===== src/rtl/sram_rd_pkg.sv =====
// Shared types and constants for the SRAM read streamer.
//   rd_state_e        : controller state (idle, issuing reads, draining the buffer)
//   RD_BUF_DEPTH      : output buffer depth, also the credit limit
//   RD_INFLIGHT_DEPTH : cycles from issuing a read to capturing its data
package sram_rd_pkg;

  typedef enum logic [1:0] {
    StIdle,
    StIssue,
    StDrain
  } rd_state_e;

  localparam int unsigned RD_BUF_DEPTH      = 4;
  localparam int unsigned RD_INFLIGHT_DEPTH = 2;

endpackage


===== src/rtl/sram_rd_streamer_if.sv =====
// Bundle of the streamer's control, output stream and SRAM port signals.
//   master : the streamer (drives busy/done, the stream and the SRAM controls)
//   slave  : the environment (drives start/base_addr/len, out_ready and sram_q)
interface sram_rd_streamer_if #(
  parameter int unsigned num = 2048,
  parameter int unsigned bw  = 32
);
  localparam int unsigned AW = $clog2(num);

  logic          start;
  logic [AW-1:0] base_addr;
  logic [AW:0]   len;
  logic          busy;
  logic          done;
  logic [bw-1:0] out_data;
  logic          out_valid;
  logic          out_ready;
  logic          sram_cen;
  logic          sram_wen;
  logic [AW-1:0] sram_a;
  logic [bw-1:0] sram_q;

  modport master (
    input  start, base_addr, len, out_ready, sram_q,
    output busy, done, out_data, out_valid, sram_cen, sram_wen, sram_a
  );

  modport slave (
    output start, base_addr, len, out_ready, sram_q,
    input  busy, done, out_data, out_valid, sram_cen, sram_wen, sram_a
  );

endinterface


===== src/rtl/stream_fifo.sv =====
// Small register FIFO with simultaneous push/pop at any occupancy.
//   i_clk, i_rst : clock, asynchronous active-high reset (storage cleared)
//   i_push/i_data: write request and data
//   i_pop        : read request (head is consumed)
//   o_data       : head entry, taken from storage registers only
//   o_valid      : FIFO not empty
module stream_fifo #(
  parameter int unsigned Depth = 4,
  parameter int unsigned Width = 32
) (
  input  logic             i_clk,
  input  logic             i_rst,
  input  logic             i_push,
  input  logic [Width-1:0] i_data,
  input  logic             i_pop,
  output logic [Width-1:0] o_data,
  output logic             o_valid
);
  localparam int unsigned PW = (Depth > 1) ? $clog2(Depth) : 1;
  localparam int unsigned CW = $clog2(Depth + 1);

  logic [Width-1:0] r_mem [Depth];
  logic [PW-1:0]    r_rd;
  logic [PW-1:0]    r_wr;
  logic [CW-1:0]    r_cnt;
  logic             w_push;
  logic             w_pop;

  function automatic logic [PW-1:0] ptr_inc(input logic [PW-1:0] p);
    return (p == PW'(Depth - 1)) ? '0 : p + PW'(1);
  endfunction

  assign w_pop  = i_pop && (r_cnt != '0);
  // A push into a full FIFO is legal only when the head leaves in the same cycle.
  assign w_push = i_push && ((r_cnt != CW'(Depth)) || w_pop);

  always_ff @(posedge i_clk or posedge i_rst) begin
    if (i_rst) begin
      for (int i = 0; i < int'(Depth); i++) r_mem[i] <= '0;
      r_rd  <= '0;
      r_wr  <= '0;
      r_cnt <= '0;
    end else begin
      if (w_push) begin
        r_mem[r_wr] <= i_data;
        r_wr        <= ptr_inc(r_wr);
      end
      if (w_pop) r_rd <= ptr_inc(r_rd);
      r_cnt <= r_cnt + CW'(w_push) - CW'(w_pop);
    end
  end

  assign o_data  = r_mem[r_rd];
  assign o_valid = (r_cnt != '0);

endmodule


===== src/rtl/sram_rd_streamer.sv =====
// Reads len consecutive SRAM words from base_addr (wrapping modulo num) and
// streams them out in order on a valid/ready port.
//   CLK, reset : clock, asynchronous active-high reset
//   bus        : control (start/base_addr/len/busy/done), output stream
//                (out_data/out_valid/out_ready) and SRAM port (cen/wen/a/q)
// Credit = buffered words + reads in flight; issue only while credit allows,
// so the buffer can never overflow under back-pressure.
module sram_rd_streamer
  import sram_rd_pkg::*;
#(
  parameter int unsigned num = 2048,
  parameter int unsigned bw  = 32
) (
  input logic                CLK,
  input logic                reset,
  sram_rd_streamer_if.master bus
);
  localparam int unsigned AW = $clog2(num);
  localparam int unsigned LW = AW + 1;
  localparam int unsigned CW = $clog2(RD_BUF_DEPTH + 1);

  rd_state_e                    r_state;
  logic [AW-1:0]                r_addr;
  logic [LW-1:0]                r_len;
  logic [LW-1:0]                r_issued;
  logic [LW-1:0]                r_accepted;
  logic [CW-1:0]                r_credit;
  logic [RD_INFLIGHT_DEPTH-1:0] r_inflight;
  logic                         r_busy;
  logic                         r_done;
  logic                         r_sram_cen;
  logic [AW-1:0]                r_sram_a;

  logic          w_pop;
  logic          w_issue;
  logic [AW-1:0] w_addr_next;
  logic [bw-1:0] w_fifo_data;
  logic          w_fifo_valid;

  assign w_pop       = w_fifo_valid && bus.out_ready;
  assign w_addr_next = (r_addr == AW'(num - 1)) ? '0 : r_addr + AW'(1);
  // A pop in this cycle frees a slot, so issue may resume at full credit.
  assign w_issue     = (r_state == StIssue) && (r_issued < r_len) &&
                       ((r_credit < CW'(RD_BUF_DEPTH)) || w_pop);

  always_ff @(posedge CLK or posedge reset) begin
    if (reset) begin
      r_state    <= StIdle;
      r_addr     <= '0;
      r_len      <= '0;
      r_issued   <= '0;
      r_accepted <= '0;
      r_credit   <= '0;
      r_inflight <= '0;
      r_busy     <= 1'b0;
      r_done     <= 1'b0;
      r_sram_cen <= 1'b1;
      r_sram_a   <= '0;
    end else begin
      r_done     <= 1'b0;
      // Bit 0: address registered on the SRAM pins; top bit: data on sram_q.
      r_inflight <= {r_inflight[RD_INFLIGHT_DEPTH-2:0], w_issue};
      r_credit   <= r_credit + CW'(w_issue) - CW'(w_pop);
      if (w_pop) r_accepted <= r_accepted + LW'(1);

      unique case (r_state)
        StIdle: begin
          r_sram_cen <= 1'b1;
          if (bus.start) begin
            r_addr     <= bus.base_addr;
            r_len      <= bus.len;
            r_issued   <= '0;
            r_accepted <= '0;
            r_busy     <= 1'b1;
            r_state    <= (bus.len == '0) ? StDrain : StIssue;
          end
        end
        StIssue: begin
          r_sram_cen <= ~w_issue;
          if (w_issue) begin
            r_sram_a <= r_addr;
            r_addr   <= w_addr_next;
            r_issued <= r_issued + LW'(1);
            if (r_issued + LW'(1) == r_len) r_state <= StDrain;
          end
        end
        StDrain: begin
          r_sram_cen <= 1'b1;
          // Finish on the edge that consumes the last word.
          if (r_accepted + LW'(w_pop) == r_len) begin
            r_done  <= 1'b1;
            r_busy  <= 1'b0;
            r_state <= StIdle;
          end
        end
        default: r_state <= StIdle;
      endcase
    end
  end

  stream_fifo #(
    .Depth (RD_BUF_DEPTH),
    .Width (bw)
  ) u_buf (
    .i_clk   (CLK),
    .i_rst   (reset),
    .i_push  (r_inflight[RD_INFLIGHT_DEPTH-1]),
    .i_data  (bus.sram_q),
    .i_pop   (w_pop),
    .o_data  (w_fifo_data),
    .o_valid (w_fifo_valid)
  );

  assign bus.busy      = r_busy;
  assign bus.done      = r_done;
  assign bus.out_data  = w_fifo_data;
  assign bus.out_valid = w_fifo_valid;
  assign bus.sram_cen  = r_sram_cen;
  assign bus.sram_wen  = 1'b1;  // read-only initiator
  assign bus.sram_a    = r_sram_a;

endmodule


===== src/flat_wrapper.sv =====
// flat-port wrapper written by rule: the top's interface ports become plain ports
module sram_rd_streamer_flat import sram_rd_pkg::*;
#(
  parameter int unsigned num = 2048,
  parameter int unsigned bw  = 32
)
  (CLK, reset, bus_start, bus_base_addr, bus_len, bus_out_ready, bus_sram_q, bus_busy, bus_done, bus_out_data, bus_out_valid, bus_sram_cen, bus_sram_wen, bus_sram_a);
  sram_rd_streamer_if #(.num(num), .bw(bw)) bus_i ();
  input logic CLK;
  input logic reset;
  input wire logic [$bits(bus_i.start)-1:0] bus_start;
  input wire logic [$bits(bus_i.base_addr)-1:0] bus_base_addr;
  input wire logic [$bits(bus_i.len)-1:0] bus_len;
  input wire logic [$bits(bus_i.out_ready)-1:0] bus_out_ready;
  input wire logic [$bits(bus_i.sram_q)-1:0] bus_sram_q;
  output wire logic [$bits(bus_i.busy)-1:0] bus_busy;
  output wire logic [$bits(bus_i.done)-1:0] bus_done;
  output wire logic [$bits(bus_i.out_data)-1:0] bus_out_data;
  output wire logic [$bits(bus_i.out_valid)-1:0] bus_out_valid;
  output wire logic [$bits(bus_i.sram_cen)-1:0] bus_sram_cen;
  output wire logic [$bits(bus_i.sram_wen)-1:0] bus_sram_wen;
  output wire logic [$bits(bus_i.sram_a)-1:0] bus_sram_a;
  assign bus_i.start = bus_start;
  assign bus_i.base_addr = bus_base_addr;
  assign bus_i.len = bus_len;
  assign bus_i.out_ready = bus_out_ready;
  assign bus_i.sram_q = bus_sram_q;
  assign bus_busy = bus_i.busy;
  assign bus_done = bus_i.done;
  assign bus_out_data = bus_i.out_data;
  assign bus_out_valid = bus_i.out_valid;
  assign bus_sram_cen = bus_i.sram_cen;
  assign bus_sram_wen = bus_i.sram_wen;
  assign bus_sram_a = bus_i.sram_a;
  sram_rd_streamer #(.num(num), .bw(bw)) u_core (.CLK(CLK), .reset(reset), .bus(bus_i));
endmodule

===== config.mk =====
export PLATFORM = sky130hd
export DESIGN_NAME = sram_rd_streamer_flat
export DESIGN_NICKNAME = d
export VERILOG_FILES = /design/src/rtl/sram_rd_pkg.sv /design/src/rtl/sram_rd_streamer_if.sv /design/src/rtl/stream_fifo.sv /design/src/rtl/sram_rd_streamer.sv /design/src/flat_wrapper.sv
export SDC_FILE = /design/constraint.sdc
export NUM_CORES = 1
export LEC_CHECK = 0
export BUFFER_PORTS_ARGS = -buffer_cell sky130_fd_sc_hd__buf_2
export CELL_PAD_IN_SITES_DETAIL_PLACEMENT = 1
export CELL_PAD_IN_SITES_GLOBAL_PLACEMENT = 2
export CORE_MARGIN = 2
export CORE_UTILIZATION = 40
export CTS_BUF_LIST = sky130_fd_sc_hd__clkbuf_4
export DETAILED_ROUTE_END_ITERATION = 6
export GPL_TIMING_DRIVEN = 0
export PLACE_DENSITY = 0.85
export SLEW_MARGIN = 10
export SYNTH_ARGS = -nofsm -noshare
export SYNTH_HDL_FRONTEND = slang
export SYNTH_HIERARCHICAL = 1
export SYNTH_SLANG_ARGS = --single-unit
export TNS_END_PERCENT = 30

===== constraint.sdc =====
create_clock -name CLK -period 11 [get_ports CLK]
set_input_delay 0.55 -clock CLK [delete_from_list [all_inputs] [get_ports CLK]]
set_output_delay 0.55 -clock CLK [all_outputs]
set_load 0.02 [all_outputs]

; ---- After elaboration in Yosys (flattened, before gate mapping)
; Cells that the tools add are included.
[totals]
regBits = 203
in_bits = 59
output_inout_bits = 48
[op_classes]
addsub = 10
n_lt_le_gt_ge = 5
eq_ne = 12
n_mux = 30
n_bitwise = 3
n_reduce_logical = 20
[op_table]
columns = operator, count
row1 = bitwise mux 128 bit, 1
row2 = 2-to-1 mux 32 bit, 3
row3 = binary-select mux 32 bit (select 2 bit), 1
row4 = demux 32 bit (select 2 bit), 1
row5 = 2-to-1 mux 12 bit, 5
row6 = 2-to-1 mux 11 bit, 3
row7 = "adder 12 x 1 -> 12 bit, second input constant", 2
row8 = equality test 12 bit, 2
row9 = one-hot mux 12 bit (2 select lines), 1
row10 = one-hot mux 11 bit (2 select lines), 1
row11 = 2-to-1 mux 2 bit, 7
row12 = adder 12 x 1 -> 12 bit, 1
row13 = logical NOT 12 bit, 1
row14 = < comparator 12 bit, 1
row15 = "adder 11 x 1 -> 11 bit, second input constant", 1
row16 = "equality test 11 bit, second input constant", 1
row17 = adder 3 x 1 -> 3 bit, 2
row18 = "equality test 2 bit, second input constant", 3
row19 = ">= comparator 3 bit, second input constant", 2
row20 = logical AND 1 bit, 6
row21 = inverter 2 -> 3 bit, 2
row22 = one-hot mux 2 bit (3 select lines), 1
row23 = AND reduction 3 bit, 2
row24 = nonzero test 2 bit, 3
row25 = 17 further kinds, 27

; ---- Logic depth before layout (Yosys ltp)
[depth]
depth_word = 7
depth_mapped = 14

; ---- Modules after synthesis
; Netlist, hierarchy kept.
[by_module_without_submodules]
columns = mod, instances, cells_per_inst, area_per_inst_um2
row1 = stream_fifo, 1, 350, 5985.7
row2 = sram_rd_streamer, 1, 494, 4201.5

; ---- Worst setup path before layout
; OpenSTA, ideal clock, no wires.
[synth_path]
kind = register to register
start = reg u_core.r_len[9]
end = reg u_core.r_credit[2]
setup_ns = 0.123
arrival_time_ns = 3.018
required_ns = 10.877
path_slack_ns = 7.860
stages_incl_launch_ff = 15
n_path_buf = 2
path_cell_list = dfrtp_1 inv_1 ha_1 a21o_1 a21oi_1 o21ai_1 or3_1 buf_2 buf_2 ha_1 inv_1 ha_1 fa_1 xnor2_1 xnor2_1
[synth_between]
elab_chain_cells = 5
[synth_lines]
columns = item, line_no
row1 = "start, declared", sram_rd_streamer.sv:24  ; logic [LW-1:0] r_len;
row2 = "start signal, assigned", sram_rd_streamer.sv:71  ; r_len <= bus.len;
row3 = < comparator 12 bit, sram_rd_streamer.sv:43  ; assign w_issue = (r_state == StIssue) && (r_issued < r_len) &&
row4 = logical AND 1 bit (2 in a row), sram_rd_streamer.sv:43
row5 = adder 3 x 1 -> 3 bit, sram_rd_streamer.sv:63  ; r_credit <= r_credit + CW'(w_issue) - CW'(w_pop);
row6 = subtractor 3 x 1 -> 3 bit, sram_rd_streamer.sv:63
row7 = "end signal, assigned", sram_rd_streamer.sv:63
row8 = "end, declared", sram_rd_streamer.sv:27  ; logic [CW-1:0] r_credit;
; Every way passes these cells.
; A chain may end at the register's enable or synchronous reset.

; ---- Final worst setup path
; Same ends and word-level chain as after synthesis.

==> impl_results.html <==
<table>
<tr><th>Metric</th><th>Value</th></tr>
<tr><th colspan="2">Synth</th></tr>
<tr><td>Top cells by area, synth</td><td>dfrtp_1 50%, mux2_2 15%, mux4_2 7.1%, ha_1 3.2%, nand2_1 2.6%</td></tr>
<tr><td>Number of nets in the synthesized netlist</td><td>931</td></tr>
<tr><td>Share of flip-flops with an asynchronous set or reset after synthesis</td><td>100.0%</td></tr>
<tr><td>Cell variety after synth</td><td>70</td></tr>
<tr><td>Post-synth EDFFs</td><td>0</td></tr>
<tr><td>Post-synth top area cell</td><td>dfrtp_1</td></tr>
<tr><td>Cell area after synthesis</td><td>10190 sq um</td></tr>
<tr><td>Top-count cell post-synth</td><td>dfrtp_1</td></tr>
<tr><td>Sequential cell area fraction in the yosys report</td><td>49.88%</td></tr>
<tr><td>Cell count after synthesis</td><td>844</td></tr>
<tr><td>Most frequent cells after synthesis</td><td>202 x dfrtp_1, 133 x mux2_2, 71 x nand2_1</td></tr>
<tr><td>Synthesized area per cell</td><td>12.07 sq um</td></tr>
<tr><td>Proportion of netlist area held by the largest area contributor</td><td>49.62%</td></tr>
<tr><td>Most instantiated flip-flop cell in the synthesis netlist</td><td>dfrtp_1</td></tr>
<tr><td>Flip-flop and latch count after synthesis</td><td>203</td></tr>
<tr><td>Yosys warns</td><td>6</td></tr>
<tr><th colspan="2">Pwr</th></tr>
<tr><td>VDD IR max</td><td>0.1670 mV</td></tr>
<tr><td>Reported leakage power</td><td>5.230 nW</td></tr>
<tr><td>Pwr/cell area</td><td>316.7 nW/um^2</td></tr>
<tr><th colspan="2">Critical path</th></tr>
<tr><td>Endpoint type of the worst setup path</td><td>register</td></tr>
<tr><td>Worst Path Buf+Inv</td><td>4</td></tr>
<tr><td>Worst r2r path cells</td><td>14</td></tr>
<tr><td>Kind of cell adding the most delay to the critical path</td><td>adder cells</td></tr>
<tr><td>Longest individual stage delay on the worst path</td><td>500 ps</td></tr>
<tr><td>Crit-path cells</td><td>inv_1, ha_1, a21o_1, a21oi_1, o21ai_1, or3_1, buf_2, buf_2, ha_1, inv_1, ha_1, fa_1, xnor2_1, xnor2_1</td></tr>
<tr><td>Critical Setup Path Class</td><td>register to register</td></tr>
<tr><td>Maximum fanout along the worst path</td><td>10</td></tr>
<tr><td>CP required</td><td>11580 ps</td></tr>
<tr><td>Start of the worst register-to-register path</td><td>u_core/r_len[9]</td></tr>
<tr><td>Crit-path slowest cell</td><td>dfrtp_1</td></tr>
<tr><td>Worst path depth</td><td>14</td></tr>
<tr><td>Worst setup SP type</td><td>register</td></tr>
<tr><td>Library cell appearing most often on the critical path</td><td>ha_1</td></tr>
<tr><td>Register-to-register setup slack</td><td>7410 ps</td></tr>
<tr><td>Critical path arrival</td><td>4170 ps</td></tr>
<tr><td>End of the worst register-to-register path</td><td>u_core/r_credit[2]</td></tr>
<tr><th colspan="2">CTS</th></tr>
<tr><td>Post-cts sizing count</td><td>0</td></tr>
<tr><td>Clock tree buffer depth</td><td>3</td></tr>
<tr><td>Depth of the CTS H-tree</td><td>2</td></tr>
<tr><td>Clock latency on the worst-skew pair</td><td>660 ps</td></tr>
<tr><td>Post-CTS setup buffer count</td><td>0</td></tr>
<tr><td>Library cell used as clock root buffer</td><td>clkbuf_4</td></tr>
<tr><td>Clk sinks</td><td>203</td></tr>
<tr><td>Post-CTS clock slew at the launch and capture registers of the worst setup and hold paths</td><td>60 ps</td></tr>
<tr><td>Hold_buf cts</td><td>1</td></tr>
<tr><td>Clock tree from TritonCTS</td><td>yes</td></tr>
<tr><td>Number of buffers inserted during clock tree synthesis</td><td>57</td></tr>
<tr><th colspan="2">Worst hold path</th></tr>
<tr><td>Endpoint with the worst hold slack</td><td>u_core/r_len[9]</td></tr>
<tr><td>Hold_sp</td><td>bus_len[9]</td></tr>
<tr><td>Class of the tightest hold or removal check</td><td>input port to register</td></tr>
<tr><td>Hold Path Stages</td><td>3</td></tr>
<tr><th colspan="2">Floorplan</th></tr>
<tr><td>Die area</td><td>26760 sq um</td></tr>
<tr><td>Floorplan die width</td><td>163.6 microns</td></tr>
<tr><td>Core Area</td><td>25110 sq um</td></tr>
<tr><td>Count of boundary I/O pins</td><td>107</td></tr>
<tr><td>Starting Density</td><td>40.57%</td></tr>
<tr><td>Rows</td><td>58</td></tr>
<tr><td>Die extent in y</td><td>163.6 microns</td></tr>
<tr><th colspan="2">Detailed routing</th></tr>
<tr><td>First-iteration detailed-routing DRC count</td><td>322</td></tr>
<tr><td>DRC Markers</td><td>0</td></tr>
<tr><td>Post-DR vias/cell</td><td>5.225</td></tr>
<tr><td>Mean routed wirelength per cell</td><td>18.29 microns</td></tr>
<tr><td>Wirelength, routed</td><td>25290 microns</td></tr>
<tr><td>Number of detailed-routing iterations run before antenna repair</td><td>4</td></tr>
<tr><td>Number of vias after detailed routing</td><td>7226</td></tr>
<tr><td>Post-route antenna net violation count</td><td>0</td></tr>
<tr><th colspan="2">STA</th></tr>
<tr><td>Final worst-path cycle share</td><td>32.61%</td></tr>
<tr><td>Sum Neg Setup Slack</td><td>0 ps</td></tr>
<tr><td>RSZ-0062 raised after global routing</td><td>false</td></tr>
<tr><td>Number of slew-limit violations in the final report</td><td>0</td></tr>
<tr><td>Transition at the pin with the smallest max-transition slack</td><td>810.0 ps</td></tr>
<tr><td>Worst clock skew</td><td>25.91 ps</td></tr>
<tr><td>Clock period minus worst slack</td><td>3587 ps</td></tr>
<tr><td>Final Hold Violating Endpoints</td><td>0</td></tr>
<tr><td># setup viols final</td><td>0</td></tr>
<tr><td>Slew headroom</td><td>46.00%</td></tr>
<tr><td>Achievable clock frequency</td><td>0.2788 GHz</td></tr>
<tr><th colspan="2">Global routing</th></tr>
<tr><td>Global router's overall resource usage</td><td>19.54%</td></tr>
<tr><td>Pin count of the biggest net entering global routing</td><td>75</td></tr>
<tr><td>Final global-route overflow total</td><td>0</td></tr>
<tr><td>First-pass GRT wire length</td><td>41540 microns</td></tr>
<tr><td>Vias in the first global route</td><td>7954</td></tr>
<tr><td>Number of antenna violations at the first check in global routing</td><td>1</td></tr>
<tr><th colspan="2">Final layout</th></tr>
<tr><td>Layout fillers</td><td>2747</td></tr>
<tr><td>Area Overhead vs Synth</td><td>16.72%</td></tr>
<tr><td>Fraction of final layout cells sized beyond drive strength 1</td><td>37.45%</td></tr>
<tr><td>Nets</td><td>1098</td></tr>
<tr><td>Summed area of non-filler cells in the final layout</td><td>11890 sq um</td></tr>
<tr><td>Share of the core filled with cells in the final layout</td><td>47.35%</td></tr>
<tr><th colspan="2">Placed design</th></tr>
<tr><td>IO buf count</td><td>105</td></tr>
<tr><td>DPL Wire Length</td><td>18030 microns</td></tr>
<tr><td>Area after DPL</td><td>11190 sq um</td></tr>
<tr><td>Routability Congestion</td><td>0.8083</td></tr>
<tr><th colspan="2">Flow run</th></tr>
<tr><td>Number of max-cap violations</td><td>0</td></tr>
<tr><th colspan="2">Run status</th></tr>
<tr><td>Status</td><td>complete, no violations</td></tr>
</table>
metal layers:
layer | global-route usage, % | vias up | share of wire [%]
met3 | 3.809 | 31 | 4.1
met1 | 24.38 | 3657 | 43
li1 | - | 3405 | -
met4 | 5.582 | 0 | 1.6
met2 | 34.46 | 133 | 51
met5 | 0 | - | 0
tightest hold or removal path, stage by stage:
cell	delay, ps
buf_2	90
nand2_1	40
o21ai_0	60
area by class of cell:
class / instances / area [sq um] / share of cell area [%]
Buffer: 44 / 284.0 / 2.389
Multi-Input combinational cell: 559 / 4679 / 39.36
Clock buffer: 81 / 608.1 / 5.114
Antenna cell: 1 / 2.502 / 0.02105
Clock inverter: 19 / 81.33 / 0.6840
Sequential cell: 203 / 5081 / 42.73
Timing Repair Buffer: 108 / 590.6 / 4.967
Tap cell: 330 / 412.9 / 3.473
Inverter: 38 / 150.1 / 1.263
worst max path at each step:
stage | slack (ps) | from | to
detailed placement | 7390 | u_core/r_len[9] | u_core/r_credit[2]
global route | 7180 | u_core/r_len[9] | u_core/r_credit[2]
finish | 7410 | u_core/r_len[9] | u_core/r_credit[2]
global placement | 5200 | reset | u_core/u_buf/r_mem[119]
floorplan | 6840 | reset | u_core/u_buf/r_cnt[0]
CTS | 7380 | u_core/r_len[9] | u_core/r_credit[2]
logic make-up (layout without fill, tap and decap cells):
group / count (synthesis) / after routing / synth area share (%)
compound gates: 119 / 119 / 7.210
xor+xnor: 33 / 33 / 2.837
fa+ha+maj: 28 / 28 / 3.586
buf+inv: 82 / 290 / 4.188
flops: 203 / 203 / 49.88
mux: 165 / 165 / 21.78
other cells: 1 / 2 / 0.03681
simple gates: 213 / 213 / 10.49
power breakdown:
group	leakage [nW]	switching, mW	internal [mW]	total, mW
combinational	2.40	0.909	0.856	1.77
sequential	2.42	0.240	1.11	1.35
clock	0.409	0.316	0.338	0.654
flip-flops by register name, indices dropped and copies added, names as in the netlist:
name and count:
u_core/r_issued 12, u_core/r_len 12, u_core/r_inflight 2, u_core/u_buf/r_cnt 3, u_core/u_buf/r_wr 2, u_core/u_buf/r_mem 128
u_core/r_state 2, u_core/r_addr 11, u_core/r_accepted 12, u_core/u_buf/r_rd 2, u_core/r_credit 3, u_core/bus.sram_cen 1
u_core/bus.done 1, u_core/bus.sram_a 11, u_core/bus.busy 1
per-stage QoR:
step	hold slack (ps)	total power, mW	setup slack (ps)	std cells
after floorplan	331.2	2.627	6839	844
after global placement	334.4	3.072	5197	1279
after detailed placement	337.8	3.153	7387	1281
after CTS	49.67	3.839	7380	1382
after global routing	66.67	4.071	7184	1383
final	127.9	3.766	7413	1383
cell usage in the layout (no fill, tap or decap), types with 4 or more instances in the layout:
cell type  synthesis  routed
nand2b_1          10      10
and3_1             8       8
inv_1             37      35
dfrtp_1          202     202
nand3_1           18      18
clkbuf_1          14      14
a211oi_1           4       4
xor2_1            13      13
mux4_2            32      32
ha_1              26      26
nor2_1            39      39
and2_1             4       4
nor3_1            13      13
nor4_1             7       7
buf_2             13     118
and4_1             5       5
nand2_1           71      71
xnor2_1           20      20
or3_1              4       4
buf_6             13      13
nor2b_1            6       6
a21oi_1           29      29
o21ai_0           45      45
a21o_1             5       5
o21ai_1            6       6
nand4_1           15      15
clkinv_1           1      16
mux2_2           133     133
clkbuf_4           0      81
Note: power is estimated with default switching activity, not from simulation.
